--- src/rtl/axi_arb_nto1.sv ---
// N-to-1 AXI arbiter: fixed priority by default, round-robin when
// AXI_ARB_RR_EN is defined. Master index rides in the upper ID bits.
module axi_arb_nto1 #(
  parameter int NUM_MST       = 2,
  parameter int AXI_WIDTH_CID = 4,
  parameter int AXI_WIDTH_ID  = 4,
  parameter int AXI_WIDTH_AD  = 32,
  parameter int AXI_WIDTH_DA  = 32,
  localparam int AXI_WIDTH_DS  = AXI_WIDTH_DA / 8,
  localparam int AXI_WIDTH_SID = AXI_WIDTH_CID + AXI_WIDTH_ID
) (
  input  logic                              ACLK,
  input  logic                              ARESETn,
  input  logic [NUM_MST*AXI_WIDTH_ID-1:0]   M_AWID,
  input  logic [NUM_MST*AXI_WIDTH_AD-1:0]   M_AWADDR,
  input  logic [NUM_MST*8-1:0]              M_AWLEN,
  input  logic [NUM_MST*3-1:0]              M_AWSIZE,
  input  logic [NUM_MST*2-1:0]              M_AWBURST,
  input  logic [NUM_MST-1:0]                M_AWVALID,
  output logic [NUM_MST-1:0]                M_AWREADY,
  input  logic [NUM_MST*AXI_WIDTH_DA-1:0]   M_WDATA,
  input  logic [NUM_MST*AXI_WIDTH_DS-1:0]   M_WSTRB,
  input  logic [NUM_MST-1:0]                M_WLAST,
  input  logic [NUM_MST-1:0]                M_WVALID,
  output logic [NUM_MST-1:0]                M_WREADY,
  output logic [NUM_MST*AXI_WIDTH_ID-1:0]   M_BID,
  output logic [NUM_MST*2-1:0]              M_BRESP,
  output logic [NUM_MST-1:0]                M_BVALID,
  input  logic [NUM_MST-1:0]                M_BREADY,
  input  logic [NUM_MST*AXI_WIDTH_ID-1:0]   M_ARID,
  input  logic [NUM_MST*AXI_WIDTH_AD-1:0]   M_ARADDR,
  input  logic [NUM_MST*8-1:0]              M_ARLEN,
  input  logic [NUM_MST*3-1:0]              M_ARSIZE,
  input  logic [NUM_MST*2-1:0]              M_ARBURST,
  input  logic [NUM_MST-1:0]                M_ARVALID,
  output logic [NUM_MST-1:0]                M_ARREADY,
  output logic [NUM_MST*AXI_WIDTH_ID-1:0]   M_RID,
  output logic [NUM_MST*AXI_WIDTH_DA-1:0]   M_RDATA,
  output logic [NUM_MST*2-1:0]              M_RRESP,
  output logic [NUM_MST-1:0]                M_RLAST,
  output logic [NUM_MST-1:0]                M_RVALID,
  input  logic [NUM_MST-1:0]                M_RREADY,
  output logic [AXI_WIDTH_SID-1:0]          S_AWID,
  output logic [AXI_WIDTH_AD-1:0]           S_AWADDR,
  output logic [7:0]                        S_AWLEN,
  output logic [2:0]                        S_AWSIZE,
  output logic [1:0]                        S_AWBURST,
  output logic                              S_AWVALID,
  input  logic                              S_AWREADY,
  output logic [AXI_WIDTH_DA-1:0]           S_WDATA,
  output logic [AXI_WIDTH_DS-1:0]           S_WSTRB,
  output logic                              S_WLAST,
  output logic                              S_WVALID,
  input  logic                              S_WREADY,
  input  logic [AXI_WIDTH_SID-1:0]          S_BID,
  input  logic [1:0]                        S_BRESP,
  input  logic                              S_BVALID,
  output logic                              S_BREADY,
  output logic [AXI_WIDTH_SID-1:0]          S_ARID,
  output logic [AXI_WIDTH_AD-1:0]           S_ARADDR,
  output logic [7:0]                        S_ARLEN,
  output logic [2:0]                        S_ARSIZE,
  output logic [1:0]                        S_ARBURST,
  output logic                              S_ARVALID,
  input  logic                              S_ARREADY,
  input  logic [AXI_WIDTH_SID-1:0]          S_RID,
  input  logic [AXI_WIDTH_DA-1:0]           S_RDATA,
  input  logic [1:0]                        S_RRESP,
  input  logic                              S_RLAST,
  input  logic                              S_RVALID,
  output logic                              S_RREADY
);

  localparam int N  = NUM_MST;
  localparam int CW = AXI_WIDTH_CID;
  localparam int IW = AXI_WIDTH_ID;
  localparam int AW = AXI_WIDTH_AD;
  localparam int DW = AXI_WIDTH_DA;
  localparam int SW = AXI_WIDTH_DS;
  localparam int XW = AXI_WIDTH_SID;

  typedef enum logic [1:0] {W_IDLE, W_ADDR, W_DATA} wr_st_t;
  typedef enum logic {R_IDLE, R_ADDR} rd_st_t;

  wr_st_t          wr_st;
  rd_st_t          rd_st;
  logic [CW-1:0]   wg, rg, w_pick, r_pick;
  logic [CW-1:0]   bk, rk;

`ifdef AXI_ARB_RR_EN
  logic [CW-1:0]   wptr, rptr;

  // Rotate so the pointer sits at bit 0, then take the lowest set bit.
  function automatic logic [CW-1:0] pick(input logic [N-1:0] req,
                                         input logic [CW-1:0] ptr);
    logic [N-1:0] rot;
    int sel;
    rot = N'({req, req} >> ptr);
    sel = 0;
    for (int i = N-1; i >= 0; i--)
      if (rot[i]) sel = i;
    return CW'((int'(ptr) + sel) % N);
  endfunction

  function automatic logic [CW-1:0] nxt(input logic [CW-1:0] g);
    return CW'((int'(g) + 1) % N);
  endfunction

  assign w_pick = pick(M_AWVALID, wptr);
  assign r_pick = pick(M_ARVALID, rptr);

  always_ff @(posedge ACLK) begin
    if (!ARESETn) begin
      wptr <= '0;
      rptr <= '0;
    end else begin
      if (wr_st == W_IDLE && |M_AWVALID) wptr <= nxt(w_pick);
      if (rd_st == R_IDLE && |M_ARVALID) rptr <= nxt(r_pick);
    end
  end
`else
  function automatic logic [CW-1:0] pick(input logic [N-1:0] req);
    logic [CW-1:0] sel;
    sel = '0;
    for (int i = N-1; i >= 0; i--)
      if (req[i]) sel = CW'(i);
    return sel;
  endfunction

  assign w_pick = pick(M_AWVALID);
  assign r_pick = pick(M_ARVALID);
`endif

  // Grant is held through ADDR even if the master drops VALID.
  always_ff @(posedge ACLK) begin
    if (!ARESETn) begin
      wr_st <= W_IDLE;
      wg    <= '0;
    end else begin
      unique case (wr_st)
        W_IDLE: if (|M_AWVALID) begin
          wg    <= w_pick;
          wr_st <= W_ADDR;
        end
        W_ADDR: if (S_AWVALID && S_AWREADY) wr_st <= W_DATA;
        W_DATA: if (S_WVALID && S_WREADY && S_WLAST) wr_st <= W_IDLE;
        default: wr_st <= W_IDLE;
      endcase
    end
  end

  always_ff @(posedge ACLK) begin
    if (!ARESETn) begin
      rd_st <= R_IDLE;
      rg    <= '0;
    end else begin
      unique case (rd_st)
        R_IDLE: if (|M_ARVALID) begin
          rg    <= r_pick;
          rd_st <= R_ADDR;
        end
        R_ADDR: if (S_ARVALID && S_ARREADY) rd_st <= R_IDLE;
        default: rd_st <= R_IDLE;
      endcase
    end
  end

  always_comb begin
    S_AWID = '0; S_AWADDR = '0; S_AWLEN = '0;
    S_AWSIZE = '0; S_AWBURST = '0; S_AWVALID = 1'b0;
    S_WDATA = '0; S_WSTRB = '0; S_WLAST = 1'b0; S_WVALID = 1'b0;
    M_AWREADY = '0;
    M_WREADY  = '0;
    for (int i = 0; i < N; i++) begin
      if (wg == CW'(i)) begin
        S_AWID       = {wg, M_AWID[i*IW +: IW]};
        S_AWADDR     = M_AWADDR[i*AW +: AW];
        S_AWLEN      = M_AWLEN[i*8 +: 8];
        S_AWSIZE     = M_AWSIZE[i*3 +: 3];
        S_AWBURST    = M_AWBURST[i*2 +: 2];
        S_AWVALID    = (wr_st == W_ADDR) && M_AWVALID[i];
        M_AWREADY[i] = (wr_st == W_ADDR) && S_AWREADY;
        S_WDATA      = M_WDATA[i*DW +: DW];
        S_WSTRB      = M_WSTRB[i*SW +: SW];
        S_WLAST      = M_WLAST[i];
        S_WVALID     = (wr_st == W_DATA) && M_WVALID[i];
        M_WREADY[i]  = (wr_st == W_DATA) && S_WREADY;
      end
    end
  end

  always_comb begin
    S_ARID = '0; S_ARADDR = '0; S_ARLEN = '0;
    S_ARSIZE = '0; S_ARBURST = '0; S_ARVALID = 1'b0;
    M_ARREADY = '0;
    for (int i = 0; i < N; i++) begin
      if (rg == CW'(i)) begin
        S_ARID       = {rg, M_ARID[i*IW +: IW]};
        S_ARADDR     = M_ARADDR[i*AW +: AW];
        S_ARLEN      = M_ARLEN[i*8 +: 8];
        S_ARSIZE     = M_ARSIZE[i*3 +: 3];
        S_ARBURST    = M_ARBURST[i*2 +: 2];
        S_ARVALID    = (rd_st == R_ADDR) && M_ARVALID[i];
        M_ARREADY[i] = (rd_st == R_ADDR) && S_ARREADY;
      end
    end
  end

  // Responses tagged with an index beyond NUM_MST are sunk here.
  assign bk = S_BID[XW-1:IW];
  assign rk = S_RID[XW-1:IW];

  always_comb begin
    M_BID    = {N{S_BID[IW-1:0]}};
    M_BRESP  = {N{S_BRESP}};
    M_BVALID = '0;
    S_BREADY = 1'b1;
    M_RID    = {N{S_RID[IW-1:0]}};
    M_RDATA  = {N{S_RDATA}};
    M_RRESP  = {N{S_RRESP}};
    M_RLAST  = {N{S_RLAST}};
    M_RVALID = '0;
    S_RREADY = 1'b1;
    for (int i = 0; i < N; i++) begin
      if (bk == CW'(i)) begin
        M_BVALID[i] = S_BVALID;
        S_BREADY    = M_BREADY[i];
      end
      if (rk == CW'(i)) begin
        M_RVALID[i] = S_RVALID;
        S_RREADY    = M_RREADY[i];
      end
    end
  end

endmodule
--- config.mk ---
export PLATFORM = sky130hd
export DESIGN_NAME = axi_arb_nto1
export DESIGN_NICKNAME = d
export VERILOG_FILES = /design/src/rtl/axi_arb_nto1.sv
export SDC_FILE = /design/constraint.sdc
export NUM_CORES = 1
export LEC_CHECK = 0
export ABC_AREA = 1
export BUFFER_PORTS_ARGS = -buffer_cell sky130_fd_sc_hd__buf_2
export CORE_AREA = 2 2 226 228
export CTS_CLUSTER_DIAMETER = 40
export DETAILED_ROUTE_END_ITERATION = 6
export DIE_AREA = 0 0 228 230
export PLACE_DENSITY = 0.3
export SYNTH_ARGS = -nofsm -noshare
export SYNTH_HDL_FRONTEND = slang
export SYNTH_SLANG_ARGS = --single-unit
--- constraint.sdc ---
create_clock -name ACLK -period 1.08 [get_ports ACLK]
set_clock_uncertainty 0.1 [all_clocks]
set_input_delay 0.108 -clock ACLK [delete_from_list [all_inputs] [get_ports ACLK]]
set_output_delay 0.108 -clock ACLK [all_outputs]
set_load 0.03 [all_outputs]
### After elaboration in Yosys (flattened, before gate mapping)

Index checks and enable logic that the tools add are counted.

| storage, ports and cells | value |
|---|---|
| bits in registers | 11 |
| latch bits | 0 |
| memory bits (writable) | 0 |
| memory bits (read-only) | 0 |
| input bits | 340 |
| output and inout port bits | 248 |
| logic and storage cells | 94 |
| memories kept | 0 |

| operators by class | value |
|---|---|
| add/subtract/negate cells | 0 |
| multiply operators | 0 |
| divide/modulo/power cells | 0 |
| magnitude comparators | 0 |
| equal/unequal tests | 9 |
| shift operators | 0 |
| multiplexer cells | 57 |
| bitwise logic cells | 1 |
| reductions and logical operators | 23 |

Operators with widths:

| cell | number |
|---|---|
| 32-bit 2-to-1 mux | 6 |
| 8-bit 2-to-1 mux | 8 |
| 1-bit 2-to-1 mux | 27 |
| 4-bit by 1-bit == test with 1-bit output (second input constant) | 4 |
| 4-bit logical NOT | 4 |
| 2-bit 2-to-1 mux | 7 |
| 1-bit logical AND | 13 |
| 3-bit 2-to-1 mux | 4 |
| 4-bit 2-to-1 mux | 3 |
| 2-bit != test (second input constant) | 3 |
| 2-bit one-hot mux with 3 select lines | 1 |
| 2-bit AND reduction | 2 |
| 2-bit OR reduction | 2 |
| 3-bit AND reduction | 1 |
| 2-bit by 1-bit == test with 1-bit output (second input constant) | 1 |
| 2-bit == test (second input constant) | 1 |
| 2-bit logical NOT | 1 |
| 1-bit one-hot mux with 2 select lines | 1 |
| 1-bit inverter | 1 |

### Logic depth before layout (Yosys ltp)

Gate-level depths: netlist (run 1).

| depth | value |
|---|---|
| depth in word-level cells | 8 |
| gate-level depth with buffers | 7 |
| mapped depth without buffers | 6 |

### Worst setup path after synthesis (run 1)

OpenSTA, ideal clock, no wires.

| timing path | value |
|---|---|
| path kind | register to output |
| start point | register wg[0] |
| end point | output M_AWREADY[1] |
| arrival | 1.492 ns |
| data required time | 0.872 ns |
| slack | -0.620 ns |
| cell stages (with the launch flop) | 4 |
| buffers on the path | 1 |
| path through | dfxtp_1 inv_2 buf_6 nor3_1 |

| between the ends | value |
|---|---|
| cells in the longest elaborated chain, start to end | 2 |

RTL lines:

| what | line | RTL |
|---|---|---|
| start, declared | 87 | `logic [CW-1:0] wg, rg, w_pick, r_pick;` |
| start signal, assigned | 142 | `wg <= w_pick;` |
| 4-bit by 1-bit == test with 1-bit output | 175 | `if (wg == CW'(i)) begin` |
| 1-bit 2-to-1 mux | 175 |  |
| end, declared | 20 | `output logic [NUM_MST-1:0] M_AWREADY,` |

No other way between the ends.

### Worst setup path after layout (run 1)

| timing path | value |
|---|---|
| start point | register wg[0] |
| end point | output S_AWADDR[23] |

| between the ends | value |
|---|---|
| cells in the longest elaborated chain, start to end | 3 |
| elaborated cells on any way between the ends | 4 |
| classes of those cells | 1 x eq/ne; 2 x mux; 1 x reduce/logical |

RTL lines:

| what | line | RTL |
|---|---|---|
| 4-bit logical NOT | 175 |  |
| 32-bit 2-to-1 mux | 175 |  |
| 32-bit 2-to-1 mux * | 175 |  |
| end, declared | 44 | `output logic [AXI_WIDTH_AD-1:0] S_AWADDR,` |

Every way passes the cells marked *; elsewhere a longest branch is shown, timed or not.

==> results of run 1 <==
-- state kept, by name (all words and copies together) (netlist names) --
register	cells
wr_st	2
rg	1
rd_st	1
wg	1
-- worst max-delay path: stages (launching register included) --
cell       delay (ns)
dfxtp_4          0.42
clkinv_8         0.11
buf_12           0.15
clkbuf_16        0.16
nand2_2          0.07
nand2_4          0.05
buf_6            0.13
-- cell families (layout without fill, tap and decap cells) --
kind of cell	after synthesis	in the layout	share of synthesized area (%)
compound gates	12	12	2.65
buf+inv	145	537	34.3
flops	5	5	3.53
other cells	1	7	0.132
simple gates	443	443	59.4
-- cell type report --
cell class	instances	area share, %
antenna	1	0.0263
inverter	19	1.18
multi-input combinational	461	42.8
timing repair inverter	2	0.263
clock buffer	4	0.829
sequential	5	1.14
tap	672	8.84
timing repair buffer	512	44.9
-- layer usage --
layer | wire, um | global-route usage, %
met1 | 8190 | 8.35
met2 | 11900 | 13.7
met3 | 2120 | 3.16
met4 | 394 | 1.43
met5 | 0 | 0
-- cells in the final DEF (no fill, tap or decap), drive strengths merged --
cell type    instances
conb                 6
nand4                1
nand2              417
o22ai                2
nand3b               2
clkbuf              12
diode                1
o21bai               1
nor3                 4
and2                 1
o21ai                2
clkinv               3
dlygate4sd3          1
a21oi                5
nand3                1
nor2                17
inv                 18
buf                503
dfxtp                5
a211oi               2
-- power by group through the flow --
stage	registers [mW]	clock network [mW]	logic [mW]
after floorplan	0.228	0	3.45
after global placement	0.223	0	4.27
after detailed placement	0.224	0	4.26
after CTS	0.228	0.683	5.32
after global routing	0.234	0.697	6.52
final	0.231	0.642	6.19
-- through the flow --
step,cells,hold WS (ns)
2_1_floorplan,611,0.0907
3_3_place_gp,1633,0.116
3_5_place_dp,1633,0.116
4_1_cts,1666,0.0132
5_1_grt,1675,0.0182
6_report,1676,0.0236
-- what timing repair did --
item | in CTS | in global routing
setup buffers | 17 | 5
hold endpoints to repair | 1 | 0
hold buffers | 1 | 0
pin swaps | 10 | 41
resized for setup | 297 | 397
endpoints found under the setup margin | 150 | 153
gates cloned | 12 | 9
-- worst max-delay path by stage --
stage	startpoint	end	slack [ns]	depth (start not counted)
2_1_floorplan	wg[0]	S_AWADDR[10]	-0.10	5
3_3_place_gp	wg[0]	S_WSTRB[3]	-0.31	5
3_5_place_dp	wg[0]	S_WSTRB[3]	-0.33	5
4_1_cts	wg[0]	S_WDATA[18]	-0.51	6
5_1_grt	wg[0]	S_AWADDR[23]	-0.54	6
6_report	wg[0]	S_AWADDR[23]	-0.48	6
==> run_summary.xml, run 1 <==
<?xml version="1.0" encoding="UTF-8"?>
<metrics>
  <group name="logic_synthesis">
    <metric name="yosys.cell_count.top_type" unit="">nand2_1</metric>
    <metric name="leading_area_contributor_after_synthesis" unit="">nand2_1</metric>
    <metric name="synth.cell_area" unit="sq um">2830</metric>
    <metric name="synthTopCellsByArea" unit="">nand2_1 (55%), buf_4 (26%), buf_2 (4.2%)</metric>
    <metric name="ys_seq_elements" unit="">5</metric>
    <metric name="syn_inst" unit="">606</metric>
    <metric name="netlist.area_leader.share" unit="%">55.3</metric>
    <metric name="edff_count_synth" unit="">0</metric>
    <metric name="ys_async_sr_fraction" unit="%">0</metric>
    <metric name="ys_warn_count" unit="">0</metric>
    <metric name="synth-seq-area-share" unit="%">3.53</metric>
    <metric name="synth_top_flop_cell" unit="">dfxtp_1</metric>
    <metric name="ys_top_cells_by_count" unit="">nand2_1 (417), buf_4 (98), buf_2 (24)</metric>
    <metric name="synthesis.area_per_instance" unit="sq um">4.67</metric>
    <metric name="ys_types" unit="">20</metric>
  </group>
  <group name="pwr">
    <metric name="power.switching_fraction" unit="%">50.5</metric>
    <metric name="p_comb_share" unit="%">87.6</metric>
    <metric name="cell_int_power" unit="mW">3.49</metric>
    <metric name="power.switching" unit="mW">3.57</metric>
    <metric name="p_leak" unit="nW">4.84</metric>
    <metric name="vdd_ir_drop_max" unit="mV">0.306</metric>
    <metric name="seq_power_share" unit="%">3.3</metric>
    <metric name="clkPwrFrac" unit="%">9.1</metric>
    <metric name="total_power" unit="mW">7.06</metric>
    <metric name="cellPowerDensity" unit="nW/um^2">742</metric>
  </group>
  <group name="place">
    <metric name="detailed_place.area" unit="sq um">6640</metric>
    <metric name="port_buffers" unit="">446</metric>
    <metric name="dp.final_hpwl" unit="mm">16.5</metric>
    <metric name="pre_cts_slack" unit="ns">-0.334</metric>
    <metric name="globalplace.congestion" unit="">0.883</metric>
  </group>
  <group name="hold_path">
    <metric name="worst_hold_startpoint" unit="">M_ARVALID[0]</metric>
    <metric name="min_path_cells" unit="">2</metric>
    <metric name="min_to" unit="">rg[0]</metric>
    <metric name="worst_hold_path_type" unit="">input pin to flip-flop</metric>
  </group>
  <group name="timing">
    <metric name="rsz0062_at_grt" unit="">yes</metric>
    <metric name="count_of_final_hold_check_violations" unit="">0</metric>
    <metric name="slew_violations" unit="">0</metric>
    <metric name="period_share" unit="%">144</metric>
    <metric name="fin_setup_tns" unit="ns">-58.34</metric>
    <metric name="setup-violations-final" unit="">150</metric>
    <metric name="achievable-frequency" unit="MHz">642</metric>
    <metric name="final_period_minus_worst_setup_slack" unit="ns">1.56</metric>
    <metric name="timing.final.ws_setup" unit="ns">-0.478</metric>
  </group>
  <group name="worst_setup_path">
    <metric name="setup_crit_start_kind" unit="">flip-flop</metric>
    <metric name="worst-endpoint-required" unit="ns">0.87</metric>
    <metric name="crit_path_class" unit="">flip-flop to primary output</metric>
    <metric name="worst-r2r-setup-slack" unit="ns">-0.31</metric>
    <metric name="r2r-end" unit="">wg[0]</metric>
    <metric name="crit_arrival" unit="ns">1.35</metric>
    <metric name="r2r_start" unit="">wg[0]</metric>
    <metric name="worst_reg2reg_path_length_in_cells" unit="">6</metric>
    <metric name="worst-path-max-fanout" unit="">8</metric>
    <metric name="worst_setup_path_end_kind" unit="">primary output</metric>
  </group>
  <group name="clock_tree">
    <metric name="numClockSinks" unit="">5</metric>
    <metric name="tritoncts.num_buffers" unit="">3</metric>
    <metric name="clk-insertion-delay-late" unit="ns">0.24</metric>
    <metric name="tritoncts_clock_tree" unit="">done</metric>
    <metric name="clock_pin_transition_on_the_worst_setup_and_hold_timing_paths" unit="ns">0.04</metric>
    <metric name="clk_path_buf_depth" unit="">2</metric>
    <metric name="clock-root-buffer" unit="">clkbuf_16</metric>
    <metric name="htreeDepth" unit="">1</metric>
  </group>
  <group name="die">
    <metric name="die_area" unit="sq um">52400</metric>
    <metric name="chipWidth" unit="um">228</metric>
    <metric name="die_height" unit="um">230</metric>
    <metric name="placementRows" unit="">82</metric>
    <metric name="io_pins" unit="">588</metric>
    <metric name="core_area" unit="sq um">49900</metric>
    <metric name="initial_core_util" unit="%">5.68</metric>
  </group>
  <group name="run_status">
    <metric name="failed_checks" unit="">setup timing</metric>
    <metric name="status" unit="">complete, but fails checks</metric>
  </group>
  <group name="cells_and_area">
    <metric name="area_of_all_placed_cells_without_fillers" unit="sq um">9510</metric>
    <metric name="design.final.nets" unit="">1344</metric>
    <metric name="final_core_utilization" unit="%">19.1</metric>
    <metric name="multi_input_area" unit="sq um">4070</metric>
    <metric name="num-fill-cells" unit="">5574</metric>
    <metric name="area_growth_syn_to_layout" unit="%">236</metric>
    <metric name="layout.area.seq" unit="sq um">109</metric>
    <metric name="post_route_cells_drive_above_1_share" unit="%">88.9</metric>
  </group>
  <group name="route">
    <metric name="route.antenna.remaining_nets" unit="">0</metric>
    <metric name="wire_length_per_cell" unit="um">13.5</metric>
    <metric name="detail_route.drc_violations" unit="">0</metric>
    <metric name="detail_route.iter0.violations" unit="">83</metric>
    <metric name="drt-vias-per-instance" unit="">3.08</metric>
    <metric name="detailroute.via_count" unit="">5158</metric>
    <metric name="drt_pass1_iterations" unit="">4</metric>
    <metric name="postRouteWirelength" unit="mm">22.6</metric>
  </group>
  <group name="global_route">
    <metric name="track_usage" unit="%">7.59</metric>
    <metric name="grt_overflow" unit="">0</metric>
    <metric name="grt_max_degree" unit="">29</metric>
    <metric name="grt_antenna_before_repair" unit="">1</metric>
    <metric name="global_route_wire_length_before_repair" unit="mm">30.9</metric>
    <metric name="via_count_of_the_first_global_routing_pass" unit="">5463</metric>
  </group>
  <group name="job">
    <metric name="max_cap_violations" unit="">0</metric>
  </group>
</metrics>
(Power assumes the default switching activity.)
==> inputs of run 2 (changes only) <==
==> constraint.sdc (replaced) <==
create_clock -name ACLK -period 1.08 [get_ports ACLK]
set_clock_uncertainty 0.1 [all_clocks]
set_input_delay 0.108 -clock ACLK [delete_from_list [all_inputs] [get_ports ACLK]]
set_output_delay 0.108 -clock ACLK [all_outputs]
set_load 0.1 [all_outputs]
==> run 2 against run 1 <==
- the run still ends with setup timing left
- count of clock-buffer cells in the layout unchanged
- clock power increased by 3%
- sequential power barely moved
- maximum frequency down 2.9%
- highest routed layer unchanged
==> run_summary.xml, run 2 (synthesis results as in run 1) <==
<?xml version="1.0" encoding="UTF-8"?>
<metrics>
  <group name="worst_setup_path">
    <metric name="worst_reg2reg_path_length_in_cells" unit="">10</metric>
    <metric name="setup_crit_start_kind" unit="">flip-flop</metric>
    <metric name="worst_setup_path_end_kind" unit="">primary output</metric>
    <metric name="crit_path_class" unit="">flip-flop to primary output</metric>
    <metric name="crit_arrival" unit="ns">1.40</metric>
    <metric name="r2r-end" unit="">wr_st[0]</metric>
    <metric name="setup_crit_end" unit="">M_AWREADY[0]</metric>
    <metric name="r2r_start" unit="">wr_st[0]</metric>
    <metric name="worst-endpoint-required" unit="ns">0.87</metric>
    <metric name="worst-path-max-fanout" unit="">8</metric>
    <metric name="worst-r2r-setup-slack" unit="ns">-0.37</metric>
    <metric name="critPathLaunch" unit="">wg[0]</metric>
  </group>
  <group name="global_route">
    <metric name="grt_antenna_before_repair" unit="">3</metric>
    <metric name="global_route_wire_length_before_repair" unit="mm">35.5</metric>
    <metric name="via_count_of_the_first_global_routing_pass" unit="">5732</metric>
    <metric name="grt_max_degree" unit="">20</metric>
    <metric name="grt_overflow" unit="">0</metric>
    <metric name="track_usage" unit="%">8.84</metric>
  </group>
  <group name="die">
    <metric name="die_area" unit="sq um">52400</metric>
    <metric name="io_pins" unit="">588</metric>
    <metric name="initial_core_util" unit="%">5.68</metric>
    <metric name="core_area" unit="sq um">49900</metric>
    <metric name="die_height" unit="um">230</metric>
    <metric name="placementRows" unit="">82</metric>
    <metric name="chipWidth" unit="um">228</metric>
  </group>
  <group name="cells_and_area">
    <metric name="design.final.nets" unit="">1356</metric>
    <metric name="mostFrequentLayoutCells" unit="">buf_2 (291), nand2_8 (200), buf_12 (175), nand2_2 (93), nand2_1 (71)</metric>
    <metric name="post_route_cells_drive_above_1_share" unit="%">89.3</metric>
    <metric name="area_growth_syn_to_layout" unit="%">355</metric>
    <metric name="layout.cells.most_common" unit="">buf_2</metric>
    <metric name="filler_free_cell_count_of_the_finished_design" unit="">1690</metric>
    <metric name="largest_register_ff_count" unit="">2</metric>
    <metric name="top_register_by_number_of_flip_flops" unit="">wr_st</metric>
  </group>
  <group name="timing">
    <metric name="achievable-frequency" unit="MHz">623</metric>
    <metric name="slew_violations" unit="">0</metric>
    <metric name="setup-violations-final" unit="">151</metric>
    <metric name="rsz0062_at_grt" unit="">yes</metric>
    <metric name="fin_setup_tns" unit="ns">-67.98</metric>
    <metric name="timing.final.ws_setup" unit="ns">-0.525</metric>
    <metric name="count_of_final_hold_check_violations" unit="">0</metric>
    <metric name="final_period_minus_worst_setup_slack" unit="ns">1.61</metric>
    <metric name="period_share" unit="%">149</metric>
  </group>
  <group name="route">
    <metric name="detailroute.via_count" unit="">5226</metric>
    <metric name="detail_route.drc_violations" unit="">0</metric>
    <metric name="route.antenna.remaining_nets" unit="">0</metric>
    <metric name="drt_pass1_iterations" unit="">6</metric>
    <metric name="detail_route.iter0.violations" unit="">101</metric>
    <metric name="postRouteWirelength" unit="mm">24.8</metric>
    <metric name="drt-vias-per-instance" unit="">3.09</metric>
    <metric name="wire_length_per_cell" unit="um">14.7</metric>
  </group>
  <group name="place">
    <metric name="pre_cts_slack" unit="ns">-0.344</metric>
    <metric name="place_inst" unit="">1640</metric>
    <metric name="globalplace.congestion" unit="">0.810</metric>
    <metric name="dp.final_hpwl" unit="mm">19.5</metric>
    <metric name="port_buffers" unit="">446</metric>
  </group>
  <group name="clock_tree">
    <metric name="clk-insertion-delay-late" unit="ns">0.24</metric>
    <metric name="clock-root-buffer" unit="">clkbuf_16</metric>
    <metric name="clk_path_buf_depth" unit="">2</metric>
    <metric name="cts_hold_buffers" unit="">0</metric>
    <metric name="tritoncts_clock_tree" unit="">done</metric>
    <metric name="clock_pin_transition_on_the_worst_setup_and_hold_timing_paths" unit="ns">0.04</metric>
    <metric name="htreeDepth" unit="">1</metric>
    <metric name="tritoncts.num_buffers" unit="">3</metric>
    <metric name="numClockSinks" unit="">5</metric>
  </group>
  <group name="pwr">
    <metric name="p_leak" unit="nW">5.47</metric>
    <metric name="cellPowerDensity" unit="nW/um^2">991</metric>
    <metric name="vdd_ir_drop_max" unit="mV">0.371</metric>
  </group>
  <group name="job">
    <metric name="max_cap_violations" unit="">0</metric>
  </group>
  <group name="run_status">
    <metric name="status" unit="">complete, but fails checks</metric>
    <metric name="failed_checks" unit="">setup timing</metric>
  </group>
  <group name="hold_path">
    <metric name="worst_hold_path_type" unit="">input pin to flip-flop</metric>
  </group>
</metrics>
## run 2: routing by layer
metal / GRT usage (%) / vias up / share of wire [%]
li1: - / 2544 / -
met1: 10.0 / 2386 / 38
met2: 16.2 / 279 / 53
met3: 3.11 / 17 / 8.1
met4: 1.21 / 0 / 0.86
met5: 0 / - / 0
## run 2: through the flow
stage / hold slack, ns / power (mW) / instance area [sq um] / utilization [%]
4_1_cts: 0.0183 / 12.4 / 11900 / 23.9
3_3_place_gp: 0.117 / 10.8 / 10600 / 21.2
2_1_floorplan: 0.0875 / 8.78 / 5840 / -
3_5_place_dp: 0.117 / 10.8 / 10600 / 21.2
5_1_grt: 0.0242 / 13.2 / 12900 / 25.8
6_report: 0.0121 / 12.8 / 12900 / 25.8
## run 2: layout make-up
type	count	area (sq um)
Fill cell	5342	37000
Multi-Input combinational cell	461	5830
Timing Repair Buffer	526	5920
Sequential cell	5	110
Clock buffer	4	78.8
Inverter	19	93.8
Tap cell	672	841
Antenna cell	3	7.51
## run 2: repair_timing
item / CTS / global route
resized for setup: 175 / 148
pin swaps: 29 / 57
setup buffers: 20 / 11
gates cloned: 13 / 9
endpoints found under the setup margin: 156 / 154
## run 2: critical path, cell delays in order, from the launching register on
cell     delay (ns)
dfxtp_4        0.37
buf_6          0.14
buf_12         0.14
buf_16         0.16
nor3_4         0.15
buf_12         0.20
## run 2: how the worst min path moves through the flow
| stage | start | end | slack, ns | cells after the start |
|---|---|---|---|---|
| floorplan | M_AWVALID[0] | wg[0] | 0.09 | 1 |
| global placement | S_RDATA[31] | M_RDATA[31] | 0.12 | 0 |
| detailed placement | S_RDATA[31] | M_RDATA[31] | 0.12 | 0 |
| CTS | M_AWVALID[0] | wg[0] | 0.02 | 2 |
| global route | M_AWVALID[0] | wg[0] | 0.02 | 2 |
| finish | M_AWVALID[0] | wg[0] | 0.01 | 2 |
## run 2: power by group
| part | leakage, nW | total (mW) | internal, mW | switching [mW] |
|---|---|---|---|---|
| clock network | 0.0382 | 0.659 | 0.494 | 0.165 |
| registers | 0.0434 | 0.233 | 0.203 | 0.0300 |
| logic | 5.39 | 11.9 | 4.53 | 7.33 |
==> inputs of run 3 (changes only) <==
==> config.mk (replaced) <==
export PLATFORM = sky130hd
export DESIGN_NAME = axi_arb_nto1
export DESIGN_NICKNAME = d
export VERILOG_FILES = /design/src/rtl/axi_arb_nto1.sv
export SDC_FILE = /design/constraint.sdc
export NUM_CORES = 1
export LEC_CHECK = 0
export BUFFER_PORTS_ARGS = -buffer_cell sky130_fd_sc_hd__buf_2
export CORE_AREA = 2 2 229 231
export CTS_CLUSTER_DIAMETER = 40
export DETAILED_ROUTE_END_ITERATION = 6
export DIE_AREA = 0 0 231 233
export PLACE_DENSITY = 0.31
export SYNTH_ARGS = -nofsm -noshare
export SYNTH_HDL_FRONTEND = slang
export SYNTH_SLANG_ARGS = --single-unit
==> run 3 against run 2 <==
- the run still ends with setup timing left
- non-clock buffer count is 35 lower
- final cell count down 19%
- sequential power fell by 4%
- via count decreased by 30%
- setup slack worse by 0.038 ns
- die area is 2.6% higher
- first-iteration DRC count decreased by 35%
- synthesized cell count fell by 51%
- sequential cell count stayed put
==> run_summary.xml, run 3 <==
<?xml version="1.0" encoding="UTF-8"?>
<metrics>
  <group name="route">
    <metric name="postRouteWirelength" unit="mm">19.7</metric>
    <metric name="detail_route.iter0.violations" unit="">66</metric>
    <metric name="detailroute.via_count" unit="">3683</metric>
    <metric name="detail_route.drc_violations" unit="">0</metric>
    <metric name="wire_length_per_cell" unit="um">14.5</metric>
    <metric name="drt_pass1_iterations" unit="">4</metric>
    <metric name="drt-vias-per-instance" unit="">2.70</metric>
    <metric name="route.antenna.remaining_nets" unit="">0</metric>
  </group>
  <group name="worst_setup_path">
    <metric name="setup_crit_start_kind" unit="">flip-flop</metric>
    <metric name="worst_setup_path_end_kind" unit="">primary output</metric>
    <metric name="worst_reg2reg_path_length_in_cells" unit="">6</metric>
    <metric name="crit_path_class" unit="">flip-flop to primary output</metric>
    <metric name="worst-path-max-fanout" unit="">9</metric>
    <metric name="crit_arrival" unit="ns">1.44</metric>
    <metric name="worst-endpoint-required" unit="ns">0.87</metric>
  </group>
  <group name="place">
    <metric name="port_buffers" unit="">446</metric>
    <metric name="dp.final_hpwl" unit="mm">17.8</metric>
    <metric name="globalplace.congestion" unit="">0.689</metric>
    <metric name="place_inst" unit="">1343</metric>
  </group>
  <group name="cells_and_area">
    <metric name="final_core_utilization" unit="%">17.0</metric>
    <metric name="post_route_cells_drive_above_1_share" unit="%">96.5</metric>
    <metric name="top_register_by_number_of_flip_flops" unit="">wr_st</metric>
    <metric name="design.final.nets" unit="">1025</metric>
    <metric name="num-fill-cells" unit="">5721</metric>
    <metric name="mostFrequentLayoutCells" unit="">buf_2 (293), buf_12 (162), mux2_4 (135), buf_4 (15), buf_6 (11)</metric>
    <metric name="largest_register_ff_count" unit="">2</metric>
    <metric name="filler_free_cell_count_of_the_finished_design" unit="">1366</metric>
    <metric name="layout.cells.most_common" unit="">buf_2</metric>
    <metric name="area_growth_syn_to_layout" unit="%">216</metric>
  </group>
  <group name="logic_synthesis">
    <metric name="synth-seq-area-share" unit="%">3.65</metric>
    <metric name="synth.cell_area" unit="sq um">2750</metric>
    <metric name="leading_area_contributor_after_synthesis" unit="">mux2_2</metric>
    <metric name="ys_seq_elements" unit="">5</metric>
    <metric name="synthTopCellsByArea" unit="">mux2_2 (53%), buf_4 (28%), dfxtp_1 (3.6%)</metric>
    <metric name="synth_top_flop_cell" unit="">dfxtp_1</metric>
    <metric name="netlist.area_leader.share" unit="%">52.9</metric>
    <metric name="edff_count_synth" unit="">0</metric>
    <metric name="ys_types" unit="">24</metric>
    <metric name="syn_inst" unit="">296</metric>
    <metric name="ys_top_cells_by_count" unit="">mux2_2 (129), buf_4 (103), nor2_1 (11)</metric>
    <metric name="ys_async_sr_fraction" unit="%">0</metric>
    <metric name="yosys.cell_count.top_type" unit="">mux2_2</metric>
    <metric name="ys_warn_count" unit="">0</metric>
    <metric name="synthesis.area_per_instance" unit="sq um">9.27</metric>
  </group>
  <group name="clock_tree">
    <metric name="tritoncts_clock_tree" unit="">done</metric>
    <metric name="htreeDepth" unit="">1</metric>
    <metric name="clk-insertion-delay-late" unit="ns">0.23</metric>
    <metric name="tritoncts.num_buffers" unit="">3</metric>
    <metric name="clock-root-buffer" unit="">clkbuf_16</metric>
    <metric name="clock_pin_transition_on_the_worst_setup_and_hold_timing_paths" unit="ns">0.04</metric>
    <metric name="clk_path_buf_depth" unit="">2</metric>
    <metric name="numClockSinks" unit="">5</metric>
    <metric name="cts_hold_buffers" unit="">0</metric>
  </group>
  <group name="timing">
    <metric name="period_share" unit="%">152</metric>
    <metric name="timing.final.ws_setup" unit="ns">-0.563</metric>
    <metric name="count_of_final_hold_check_violations" unit="">0</metric>
    <metric name="achievable-frequency" unit="MHz">609</metric>
    <metric name="rsz0062_at_grt" unit="">yes</metric>
    <metric name="setup-violations-final" unit="">150</metric>
    <metric name="final_period_minus_worst_setup_slack" unit="ns">1.64</metric>
    <metric name="slew_violations" unit="">0</metric>
  </group>
  <group name="die">
    <metric name="initial_core_util" unit="%">5.37</metric>
    <metric name="placementRows" unit="">83</metric>
    <metric name="core_area" unit="sq um">51100</metric>
    <metric name="die_area" unit="sq um">53800</metric>
    <metric name="die_height" unit="um">233</metric>
    <metric name="chipWidth" unit="um">231</metric>
    <metric name="io_pins" unit="">588</metric>
  </group>
  <group name="global_route">
    <metric name="via_count_of_the_first_global_routing_pass" unit="">3743</metric>
    <metric name="grt_overflow" unit="">0</metric>
    <metric name="track_usage" unit="%">6.39</metric>
    <metric name="global_route_wire_length_before_repair" unit="mm">25.2</metric>
    <metric name="grt_antenna_before_repair" unit="">9</metric>
    <metric name="grt_max_degree" unit="">19</metric>
  </group>
  <group name="pwr">
    <metric name="vdd_ir_drop_max" unit="mV">0.322</metric>
    <metric name="total_power" unit="mW">9.03</metric>
    <metric name="cellPowerDensity" unit="nW/um^2">1040</metric>
    <metric name="p_leak" unit="nW">4.07</metric>
  </group>
  <group name="hold_path">
    <metric name="min_path_cells" unit="">2</metric>
    <metric name="worst_hold_path_type" unit="">input pin to flip-flop</metric>
  </group>
  <group name="run_status">
    <metric name="failed_checks" unit="">setup timing</metric>
    <metric name="status" unit="">complete, but fails checks</metric>
  </group>
  <group name="job">
    <metric name="max_cap_violations" unit="">0</metric>
  </group>
</metrics>
==> run 3: critical path, stage by stage (launching register included) <==
cell and delay, ns:
dfxtp_4 0.37, buf_12 0.16, buf_12 0.15, mux2_4 0.34, buf_12 0.17
==> run 3: timing repair <==
item	CTS	global route
buffers inserted	7	7
setup endpoints to repair	150	154
resized for setup	26	25
pin swaps	2	6
hold endpoints to repair	0	0
gates cloned	1	5
==> run 3: cell type report <==
cell class	count	area [sq um]	area share (%)
Antenna cell	2	5.00	0.0576
Clock buffer	4	78.8	0.908
Inverter	3	18.8	0.216
Multi-Input combinational cell	181	2470	28.4
Sequential cell	5	113	1.30
Tap cell	680	851	9.80
Timing Repair Buffer	491	5150	59.3
==> run 3: path summary, 6_finish.rpt <==
| path | slack [ns] | start | end |
|---|---|---|---|
| worst min register to register | 0.48 | wr_st[1] | wr_st[0] |
| worst min-delay path | 0.02 | M_ARVALID[0] | rg[0] |
| worst max-delay path | -0.56 | wg[0] | S_AWADDR[7] |
| worst max register to register | -0.41 | wg[0] | wr_st[1] |
==> run 3: per-stage QoR <==
step	worst slack, ns	TNS [ns]	hold slack [ns]	instance area (sq um)
global route	-0.606	-81.33	0.0365	8680
finish	-0.563	-75.10	0.0222	8680
detailed placement	-0.387	-41.39	0.117	8190
global placement	-0.396	-40.31	0.117	8190
floorplan	-0.795	-70.65	0.0890	3470
CTS	-0.589	-77.80	0.0259	8460
==> run 3: metal layers <==
layer,track usage (%),part of all wire (%)
met2,10.8,51
met4,1.19,1.1
met3,3.37,13
met5,0,0.24
met1,7.14,35
==> run 3: kinds of logic after synthesis <==
kind of cell / after synthesis / share of synthesized area (%)
AOI/OAI and AO/OA: 8 / 2.42
DFF: 5 / 3.65
muxes: 140 / 58.0
and+or+nand+nor: 27 / 4.60
buffers and inverters: 115 / 31.2
other: 1 / 0.137
==> run 3: power breakdown <==
part	switching (mW)	internal, mW
combinational	4.88	3.29
clock	0.138	0.491
sequential	0.0238	0.200
